--- config.mk ---
export PLATFORM = sky130hd
export DESIGN_NAME = mem_byte_seq_flat
export DESIGN_NICKNAME = d
export VERILOG_FILES = /design/src/rtl/mem_pkg.sv /design/src/rtl/mem_byte_seq_if.sv /design/src/rtl/mem_byte_lane.sv /design/src/rtl/mem_byte_seq.sv /design/src/flat_wrapper.sv
export SDC_FILE = /design/constraint.sdc
export NUM_CORES = 1
export LEC_CHECK = 0
export ABC_AREA = 1
export CELL_PAD_IN_SITES_DETAIL_PLACEMENT = 0
export CELL_PAD_IN_SITES_GLOBAL_PLACEMENT = 1
export CORE_UTILIZATION = 35
export DETAILED_ROUTE_END_ITERATION = 10
export HOLD_SLACK_MARGIN = 0.15
export PLACE_DENSITY_LB_ADDON = 0.05
export SYNTH_ARGS = -nofsm -noshare
export SYNTH_HDL_FRONTEND = slang
export SYNTH_SLANG_ARGS = --single-unit
export TNS_END_PERCENT = 100
--- constraint.sdc ---
create_clock -name clk -period 4.4 [get_ports clk]
set_input_delay 0.88 -clock clk [delete_from_list [all_inputs] [get_ports clk]]
set_output_delay 0.88 -clock clk [all_outputs]
set_load 0.01 [all_outputs]
--- src/rtl/mem_pkg.sv ---
// mem_pkg: shared definitions for the byte-serial SRAM access sequencers.
// Holds the request size encodings, the sequencer FSM state type and the
// helpers that turn a request size into a byte count and an aligned base.
// No ports; imported with "import mem_pkg::*;".
package mem_pkg;

  // Request size encodings; 2'b11 is treated exactly like a word.
  localparam logic [1:0] SZ_BYTE = 2'b00;
  localparam logic [1:0] SZ_HALF = 2'b01;
  localparam logic [1:0] SZ_WORD = 2'b10;

  typedef enum logic [1:0] {
    IDLE   = 2'd0,
    ACCESS = 2'd1,
    DRAIN  = 2'd2,
    DONE   = 2'd3
  } state_t;

  // Number of SRAM byte accesses a request of the given size needs.
  function automatic logic [2:0] byte_count(input logic [1:0] size);
    case (size)
      SZ_BYTE: byte_count = 3'd1;
      SZ_HALF: byte_count = 3'd2;
      default: byte_count = 3'd4;
    endcase
  endfunction

  // Clears the low address bits a half/word access cannot use.
  function automatic logic [7:0] align_base(input logic [1:0] size,
                                            input logic [7:0] addr);
    case (size)
      SZ_BYTE: align_base = addr;
      SZ_HALF: align_base = {addr[7:1], 1'b0};
      default: align_base = {addr[7:2], 2'b00};
    endcase
  endfunction

endpackage

--- src/rtl/mem_byte_seq_if.sv ---
// mem_byte_seq_if: request/response handshake between the load/store stage
// (master) and the byte sequencer (slave).
//   req_valid/req_ready  request handshake
//   req_we               1 = store, 0 = load
//   req_size             SZ_BYTE / SZ_HALF / SZ_WORD (11 = word)
//   req_addr             byte address
//   req_wdata            store data, right-aligned
//   resp_valid           one-cycle completion pulse, no backpressure
//   resp_rdata           load data, right-aligned, zero-extended
//   resp_err             misaligned request flag
interface mem_byte_seq_if;
  logic        req_valid;
  logic        req_ready;
  logic        req_we;
  logic [1:0]  req_size;
  logic [7:0]  req_addr;
  logic [31:0] req_wdata;
  logic        resp_valid;
  logic [31:0] resp_rdata;
  logic        resp_err;

  modport master (
    output req_valid, req_we, req_size, req_addr, req_wdata,
    input  req_ready, resp_valid, resp_rdata, resp_err
  );

  modport slave (
    input  req_valid, req_we, req_size, req_addr, req_wdata,
    output req_ready, resp_valid, resp_rdata, resp_err
  );
endinterface

--- src/rtl/mem_byte_lane.sv ---
// mem_byte_lane: combinational byte-lane selector for big-endian serial
// access. Given a request size, the access index k and right-aligned store
// data, returns the store byte for access k (MSB first) and the byte count.
//   size        request size encoding
//   k           access index, 0..N-1
//   wdata       right-aligned store data
//   store_byte  wdata byte to write on access k
//   n           number of byte accesses (1, 2 or 4)
module mem_byte_lane
  import mem_pkg::*;
(
  input  logic [1:0]  size,
  input  logic [1:0]  k,
  input  logic [31:0] wdata,
  output logic [7:0]  store_byte,
  output logic [2:0]  n
);

  logic [1:0] idx;

  // Access k carries byte N-1-k of the right-aligned data, so the most
  // significant byte of the operand goes out first.
  always_comb begin
    n = byte_count(size);
    case (size)
      SZ_BYTE: idx = 2'd0;
      SZ_HALF: idx = 2'd1 - k;
      default: idx = 2'd3 - k;
    endcase
    store_byte = wdata[{idx, 3'b000} +: 8];
  end

endmodule

--- src/rtl/mem_byte_seq.sv ---
// mem_byte_seq: sequencer between the load/store stage and the byte-wide
// port of the shared 256-byte SRAM. A byte/half/word request is issued as
// 1/2/4 sequential byte accesses, big-endian (offset 0 = bits 31:24); load
// bytes are gathered into one right-aligned, zero-extended response.
//   clk      rising-edge clock, shared with the SRAM
//   rst      asynchronous active-high reset; aborts any transfer in flight
//   bus      mem_byte_seq_if.slave request/response handshake
//   rw_addr  SRAM byte address
//   w        SRAM write byte
//   w_en     SRAM byte write enable
//   r        SRAM read byte, valid the cycle after rw_addr
// Build option: define ALIGN_CHECK_EN to reject misaligned half/word
// requests with resp_err instead of silently aligning them.
module mem_byte_seq
  import mem_pkg::*;
(
  input  logic           clk,
  input  logic           rst,
  mem_byte_seq_if.slave  bus,
  output logic [7:0]     rw_addr,
  output logic [7:0]     w,
  output logic           w_en,
  input  logic [7:0]     r
);

  state_t      state;
  logic        we_q;
  logic [1:0]  size_q;
  logic [7:0]  base_q;
  logic [31:0] wdata_q;
  logic [1:0]  k_q;
  logic [23:0] acc_q;

  logic        req_ready_q;
  logic        resp_valid_q;
  logic [31:0] resp_rdata_q;
  logic        resp_err_q;

  logic [1:0]  lane_size;
  logic [1:0]  lane_k;
  logic [31:0] lane_wdata;
  logic [7:0]  lane_byte;
  logic [2:0]  lane_n;
  logic        last;
  logic        misaligned;
  logic [7:0]  base;

  assign bus.req_ready  = req_ready_q;
  assign bus.resp_valid = resp_valid_q;
  assign bus.resp_rdata = resp_rdata_q;
  assign bus.resp_err   = resp_err_q;

`ifdef ALIGN_CHECK_EN
  assign misaligned = ((bus.req_size == SZ_HALF) && bus.req_addr[0]) ||
                      (bus.req_size[1] && (bus.req_addr[1:0] != 2'b00));
`else
  assign misaligned = 1'b0;
`endif

  assign base = align_base(bus.req_size, bus.req_addr);

  // Outputs are registered, so the lane selector looks one access ahead:
  // in IDLE it sees the incoming request at k=0, in ACCESS the latched
  // request at k+1.
  always_comb begin
    lane_size  = size_q;
    lane_k     = k_q + 2'd1;
    lane_wdata = wdata_q;
    if (state == IDLE) begin
      lane_size  = bus.req_size;
      lane_k     = 2'd0;
      lane_wdata = bus.req_wdata;
    end
  end

  mem_byte_lane u_lane (
    .size       (lane_size),
    .k          (lane_k),
    .wdata      (lane_wdata),
    .store_byte (lane_byte),
    .n          (lane_n)
  );

  assign last = ({1'b0, k_q} == (lane_n - 3'd1));

  // Read data trails the address by one cycle: during ACCESS with k>0 the
  // byte for k-1 is on r, and DRAIN catches the final byte.
  always_ff @(posedge clk or posedge rst) begin
    if (rst) begin
      state        <= IDLE;
      we_q         <= 1'b0;
      size_q       <= SZ_BYTE;
      base_q       <= 8'h00;
      wdata_q      <= 32'h0;
      k_q          <= 2'd0;
      acc_q        <= 24'h0;
      req_ready_q  <= 1'b1;
      resp_valid_q <= 1'b0;
      resp_rdata_q <= 32'h0;
      resp_err_q   <= 1'b0;
      rw_addr      <= 8'h00;
      w            <= 8'h00;
      w_en         <= 1'b0;
    end else begin
      resp_valid_q <= 1'b0;
      case (state)
        IDLE: begin
          if (bus.req_valid) begin
            req_ready_q <= 1'b0;
            if (misaligned) begin
              state        <= DONE;
              resp_valid_q <= 1'b1;
              resp_rdata_q <= 32'h0;
              resp_err_q   <= 1'b1;
            end else begin
              state   <= ACCESS;
              we_q    <= bus.req_we;
              size_q  <= bus.req_size;
              base_q  <= base;
              wdata_q <= bus.req_wdata;
              k_q     <= 2'd0;
              acc_q   <= 24'h0;
              rw_addr <= base;
              w       <= bus.req_we ? lane_byte : 8'h00;
              w_en    <= bus.req_we;
            end
          end
        end
        ACCESS: begin
          if (k_q != 2'd0) begin
            acc_q <= {acc_q[15:0], r};
          end
          if (last) begin
            rw_addr <= 8'h00;
            w       <= 8'h00;
            w_en    <= 1'b0;
            if (we_q) begin
              state        <= DONE;
              resp_valid_q <= 1'b1;
              resp_rdata_q <= 32'h0;
              resp_err_q   <= 1'b0;
            end else begin
              state <= DRAIN;
            end
          end else begin
            k_q     <= k_q + 2'd1;
            rw_addr <= base_q + {6'b000000, lane_k};
            w       <= we_q ? lane_byte : 8'h00;
          end
        end
        DRAIN: begin
          state        <= DONE;
          resp_valid_q <= 1'b1;
          resp_rdata_q <= {acc_q, r};
          resp_err_q   <= 1'b0;
        end
        DONE: begin
          state       <= IDLE;
          req_ready_q <= 1'b1;
        end
        default: begin
          state       <= IDLE;
          req_ready_q <= 1'b1;
        end
      endcase
    end
  end

endmodule
--- src/flat_wrapper.sv ---
// flat-port wrapper written by rule: the top's interface ports become plain ports
module mem_byte_seq_flat import mem_pkg::*;
  (clk, rst, rw_addr, w, w_en, r, bus_req_valid, bus_req_we, bus_req_size, bus_req_addr, bus_req_wdata, bus_req_ready, bus_resp_valid, bus_resp_rdata, bus_resp_err);
  mem_byte_seq_if bus_i ();
  input  logic clk;
  input  logic rst;
  output logic [7:0] rw_addr;
  output logic [7:0] w;
  output logic w_en;
  input  logic [7:0] r;
  input wire logic [$bits(bus_i.req_valid)-1:0] bus_req_valid;
  input wire logic [$bits(bus_i.req_we)-1:0] bus_req_we;
  input wire logic [$bits(bus_i.req_size)-1:0] bus_req_size;
  input wire logic [$bits(bus_i.req_addr)-1:0] bus_req_addr;
  input wire logic [$bits(bus_i.req_wdata)-1:0] bus_req_wdata;
  output wire logic [$bits(bus_i.req_ready)-1:0] bus_req_ready;
  output wire logic [$bits(bus_i.resp_valid)-1:0] bus_resp_valid;
  output wire logic [$bits(bus_i.resp_rdata)-1:0] bus_resp_rdata;
  output wire logic [$bits(bus_i.resp_err)-1:0] bus_resp_err;
  assign bus_i.req_valid = bus_req_valid;
  assign bus_i.req_we = bus_req_we;
  assign bus_i.req_size = bus_req_size;
  assign bus_i.req_addr = bus_req_addr;
  assign bus_i.req_wdata = bus_req_wdata;
  assign bus_req_ready = bus_i.req_ready;
  assign bus_resp_valid = bus_i.resp_valid;
  assign bus_resp_rdata = bus_i.resp_rdata;
  assign bus_resp_err = bus_i.resp_err;
  mem_byte_seq u_core (.clk(clk), .rst(rst), .bus(bus_i), .rw_addr(rw_addr), .w(w), .w_en(w_en), .r(r));
endmodule
# Word level (Yosys, flattened, before mapping)
# Cells that the tools add are included.
# word_totals
reg_bits	123
elab_cells	84
# op_classes
addsub	5
eq_ne	11
shift	1
n_mux	38
n_reduce_logical	15
# op_table
op	n
32-bit two-way mux	3
32-bit one-hot mux with 2 select lines	1
24-bit two-way mux	2
8-bit two-way mux	6
24-bit one-hot mux with 2 select lines	1
8-bit one-hot mux with 2 select lines	2
32-bit by 6-bit indexed part select with 8-bit output	1
2-bit two-way mux	6
2-bit one-hot mux with 2 select lines	3
3-bit AND reduction	4
8-bit by 2-bit adder with 8-bit output	1
1-bit two-way mux	8
1-bit one-hot mux with 2 select lines	4
2-bit one-hot mux with 4 select lines	1
2-bit AND reduction	4
2-bit nonzero test	4
2-bit by 1-bit equality test with 1-bit output, second input constant	3
2-bit logical NOT	3
2-bit by 1-bit inequality test with 1-bit output, second input constant	3
3-bit one-hot mux with 2 select lines	1
2-bit equality test, second input constant	2
2-bit inequality test, second input constant	2
2-bit by 3-bit equality test with 1-bit output	1
3-bit by 1-bit subtractor with 3-bit output, second input constant	1
other kinds (3)	3

# Depth between registers and ports, before layout
# logic_depth
word_depth	8
ltp_mapped	15
depth_no_buf	14

# Cells and area by module
# A second synthesis with hierarchy kept.
# unflattened
cells_unflattened	782
hier_area_um2	6122.1
# modules_own_cells
mod	n_inst	cells_per_inst	area_per_inst_um2
mem_byte_seq	1	675	5646.7
mem_byte_lane	1	107	475.5

# Worst setup path before layout
# No wires, ideal clock.
# synth_timing
path_kind	reg-to-reg
from	register u_core.state[0]
to	register u_core.rw_addr[6]
setup_ns	0.077
t_arrival_ns	2.203
required_time_ns	4.323
slack_ns	2.120
path_stages_with_launch	16
path_buffers	2
cell_sequence	dfrtp_1 -> inv_1 -> ha_1 -> buf_6 -> inv_4 -> nand2_1 -> buf_2 -> inv_1 -> ha_1 -> ha_1 -> inv_1 -> nand2_1 -> nand2_1 -> xor2_1 -> nand3_1 -> a21oi_1
# synth_via
elab_chain_cells	8
word_cells_on_any_way	15
classes_between	add/sub (2); eq/ne (4); mux (5); reduce/logical (4)
# synth_rtl
element	line_no	rtl
start: declaration	mem_byte_seq.sv:26	state_t state;
start signal: assignment	mem_byte_seq.sv:90	state <= IDLE;
start signal: assignment	mem_byte_seq.sv:111	state <= DONE;
start signal: assignment	mem_byte_seq.sv:116	state <= ACCESS;
2-bit logical NOT	mem_byte_seq.sv:69, mem_byte_seq.sv:106	
2-bit two-way mux	mem_byte_seq.sv:69	if (state == IDLE) begin
2-bit by 1-bit equality test with 1-bit output / 2-bit logical NOT (equally long branches)	mem_pkg.sv:21	case (size)
3-bit one-hot mux with 2 select lines	mem_pkg.sv:21	
3-bit by 1-bit subtractor with 3-bit output	mem_byte_seq.sv:84	assign last = ({1'b0, k_q} == (lane_n - 3'd1));
2-bit by 3-bit equality test with 1-bit output	mem_byte_seq.sv:84	
8-bit two-way mux	mem_byte_seq.sv:133	if (last) begin
8-bit one-hot mux with 2 select lines	mem_byte_seq.sv:106	case (state)
end signal: assignment	mem_byte_seq.sv:123	rw_addr <= base;
end signal: assignment	mem_byte_seq.sv:147	rw_addr <= base_q + {6'b000000, lane_k};
end: declaration	mem_byte_seq.sv:20	output logic [7:0] rw_addr,
# Several ways; a longest one is shown, not always the timed one.
# A chain may end at the register's enable or synchronous reset.

# Worst setup path in the final report
# layout_timing
from	register u_core.state[1]
to	register u_core.acc_q[8]
# layout_via
elab_chain_cells	3
word_cells_on_any_way	7
classes_between	eq/ne (3); mux (1); reduce/logical (3)
# layout_rtl
element	line_no	rtl
2-bit by 1-bit equality test with 1-bit output / 2-bit logical NOT (equally long branches)	mem_byte_seq.sv:106	
2-bit by 1-bit inequality test with 1-bit output (no line), or another cell as far along	n/a	
3-bit AND reduction (no line)	n/a	
end signal: assignment	mem_byte_seq.sv:131	acc_q <= {acc_q[15:0], r};
end: declaration	mem_byte_seq.sv:32	logic [23:0] acc_q;
# Several ways; a longest one is shown, not always the timed one.

==> results.sh <==
export IMPL_vias_per_cell=4.81
export IMPL_postRouteAntennaNets=0
export IMPL_routed_wl_um=15200
export IMPL_nets=900
export IMPL_vdd_drop_max_v=0.000396
export IMPL_ys_types=31
export IMPL_status="complete, no violations"
export IMPL_timing_max_cap_violations=0
export IMPL_root_buffer="clkbuf_16"
export IMPL_antenna_found_initial=0
export IMPL_clock_latency_ns=0.42
export IMPL_synth_ff_type="dfrtp_1"
export IMPL_first_pass_iters=8
export IMPL_slowest_stage="a21oi_4"
export IMPL_wl_per_cell_um=14.2
export IMPL_cp_arrival_ns=3.26
export IMPL_slew_violations=0
export IMPL_drc=0
export IMPL_cts_resized=0
export IMPL_syn2layout_area_growth_pct=27.9
export IMPL_startpoint_type="flip-flop"
export IMPL_ios=106
export IMPL_cts_tree="yes"
export IMPL_p_int_mw=3.20
export IMPL_start_util_pct=36.3
export IMPL_die_area_um2=18000
export IMPL_grt_pass1_wl_um=25200
export IMPL_die_width_um=134
export IMPL_p_switching_mw=2.55
export IMPL_die_y_um=134
export IMPL_critPathKind="reg2reg"
export IMPL_grtUsageTotal_pct=18.0
export IMPL_syn_nets=816
export IMPL_p_comb_share_pct=46.5
export IMPL_syn_area_um2=6100
export IMPL_async_reset_ff_share_pct=100
export IMPL_dr_total_vias=5158
export IMPL_path_max_fanout=48
export IMPL_yosys_warnings=0
export IMPL_power_density_nw_per_um2=737
export IMPL_switching_share_pct=44.4
export IMPL_core_area_um2=16800
export IMPL_min_path_type="reg2reg"
export IMPL_finalCritPeriodShare_pct=66.5
export IMPL_yosysSeqAreaShare_pct=50.1
export IMPL_diodes=0
export IMPL_syn_area_per_cell_um2=8.08
export IMPL_globalplace_congestion=0.808
export IMPL_end_kind="flip-flop"
export IMPL_htree_levels=4
export IMPL_maxSlewHeadroom_pct=35.7
export IMPL_ctsHoldBuffers=0
export IMPL_finalHoldViolations=0
export IMPL_skew_ns=0.0104
export IMPL_drtIter0Drc=329
export IMPL_path_common_cell="inv_2"
export IMPL_rsz0062_at_grt="no"
export IMPL_drive_gt1_share_pct=9.98
export IMPL_grt_pass1_vias=5033
export IMPL_crit_chain="inv_1 > ha_1 > inv_2 > o21ai_2 > inv_2 > a21oi_4 > nand3_1 > o21ai_0"
export IMPL_cts_sinks=122
export IMPL_postSynthCellCount=755
export IMPL_hpwl_um=10200
export IMPL_fin_setup_tns_ns=0
export IMPL_required_ns=4.73
export IMPL_numCtsBuffers=17
export IMPL_grt_max_degree=77
export IMPL_slowest_delay_ns=0.82
export IMPL_grt_ovfl_total=0
export IMPL_leakagePower_nw=3.60
export IMPL_fin_hold_ws_ns=0.477
export IMPL_synth_edff_count=0
export IMPL_rows=47
export IMPL_synth_seq_cells=122
export IMPL_clock_power_share_pct=23.1
export IMPL_clockBufferDepth=2
export IMPL_cpLargestDelayFamily="compound AO/OA/AOI/OAI gates"
export IMPL_fmax_mhz=342
export IMPL_setup_viol=0
export IMPL_setup_slack_ns=1.47
export IMPL_cp_num_buf_inv=3
export IMPL_preCtsSetupSlack_ns=1.11
export IMPL_post_cts_buffers=0
export IMPL_finalCriticalPeriod_ns=2.93
export IMPL_seqPwrFrac_pct=30.4
export IMPL_clkSlewWorstSetupHoldPaths_ns=0.06
export IMPL_portBuffers=104
export IMPL_tightest_slew_ns=0.963
## flip-flops by register name, summed over array words and instances, names as in the netlist, 8 cells and up
register	flops
u_core.bus.resp_rdata	32
u_core.wdata_q	32
u_core.acc_q	24
u_core.rw_addr	8
u_core.base_q	8
u_core.w	8
## synthesized netlist by cell type, types with 2 or more instances
cell / instances / area, um^2
a21oi_1: 46 / 230
buf_2: 9 / 45.0
buf_4: 4 / 30.0
buf_6: 7 / 78.8
clkbuf_1: 23 / 86.3
dfrtp_1: 121 / 3030
ha_1: 7 / 87.6
inv_1: 93 / 349
inv_2: 2 / 7.51
nand2_1: 183 / 687
nand2_2: 4 / 25.0
nand2_4: 4 / 45.0
nand3_1: 77 / 385
nand4_1: 6 / 37.5
nor2_1: 44 / 165
o21ai_0: 74 / 370
o21ai_2: 33 / 289
o21bai_1: 2 / 15.0
o31ai_1: 2 / 15.0
xor2_1: 3 / 26.3
## cell families (layout without fill, tap and decap cells)
| group | after synthesis | in the layout | synth area share (%) |
|---|---|---|---|
| buffers and inverters | 140 | 237 | 9.94 |
| XOR/XNOR | 3 | 3 | 0.431 |
| AO/OA/AOI/OAI | 162 | 162 | 15.7 |
| adder cells (fa/ha/maj) | 7 | 7 | 1.44 |
| AND/OR/NAND/NOR | 320 | 320 | 22.4 |
| other | 1 | 1 | 0.0615 |
| flip-flops | 122 | 122 | 50.1 |
## worst register-to-register path, stage by stage (launching register included)
cell     delay (ns)
dfrtp_1        0.43
inv_1          0.10
ha_1           0.18
inv_2          0.11
o21ai_2        0.56
inv_2          0.35
a21oi_4        0.82
nand3_1        0.19
o21ai_0        0.12
## layout by cell type (no fill, tap or decap), drive strengths merged
master,n
nand4,6
a21oi,47
nor2,44
a31oi,1
ha,7
o21ai,108
nor3,1
bufinv,1
xor2,3
clkdlybuf4s50,104
conb,1
buf,5
clkinv,6
nand2,191
a211oi,1
o31ai,2
a22o,1
dfstp,1
o21bai,2
inv,99
dfrtp,121
clkbuf,20
nand3,78
clkinvlp,2
## metrics by stage
stage | cells | utilization, % | power [mW] | instance area, um^2
2_1_floorplan | 755 | - | 3.74 | 6100
3_3_place_gp | 1040 | 43.0 | 4.44 | 7240
3_5_place_dp | 1040 | 43.0 | 4.47 | 7240
4_1_cts | 1072 | 46.4 | 5.84 | 7800
5_1_grt | 1072 | 46.4 | 6.23 | 7800
6_report | 1072 | 46.4 | 5.75 | 7800
## cell type report
class / instances / area, um^2
repair buffers: 109 / 1090
fillers: 1714 / 9020
clock inverters: 12 / 116
flip-flops and latches: 122 / 3050
well taps: 220 / 275
clock buffers: 20 / 447
inverters: 96 / 365
multi-input cells: 493 / 2450
## power by group through the flow
stage | clock, mW | combinational (mW) | sequential, mW
floorplan | 0 | 1.99 | 1.75
global placement | 0 | 2.69 | 1.75
detailed placement | 0 | 2.72 | 1.76
CTS | 1.36 | 2.73 | 1.74
global route | 1.42 | 3.02 | 1.79
finish | 1.33 | 2.67 | 1.75
## path summary, 6_finish.rpt
check | startpoint | endpoint | slack [ns] | cells after the start
worst max register to register | u_core.state[1] | u_core.acc_q[8] | 1.47 | 8
worst max-delay path | u_core.state[1] | u_core.acc_q[8] | 1.47 | 8
worst min register to register | u_core.bus.resp_rdata[30] | u_core.bus.resp_rdata[30] | 0.48 | 2
worst min-delay path | u_core.bus.resp_rdata[30] | u_core.bus.resp_rdata[30] | 0.48 | 2
min in group asynchronous | rst | u_core.bus.resp_rdata[1] | 0.97 | 2
max in group asynchronous | rst | u_core.bus.req_ready | 2.58 | 3
## metal layers
layer	vias to the layer above	routed length, um	global-route usage [%]
met5	-	0	0
met4	0	220	5.68
met3	13	695	4.61
met2	134	7410	30.2
met1	2412	6880	22.8
li1	2599	-	-
Power figures use the tool's default switching activity.
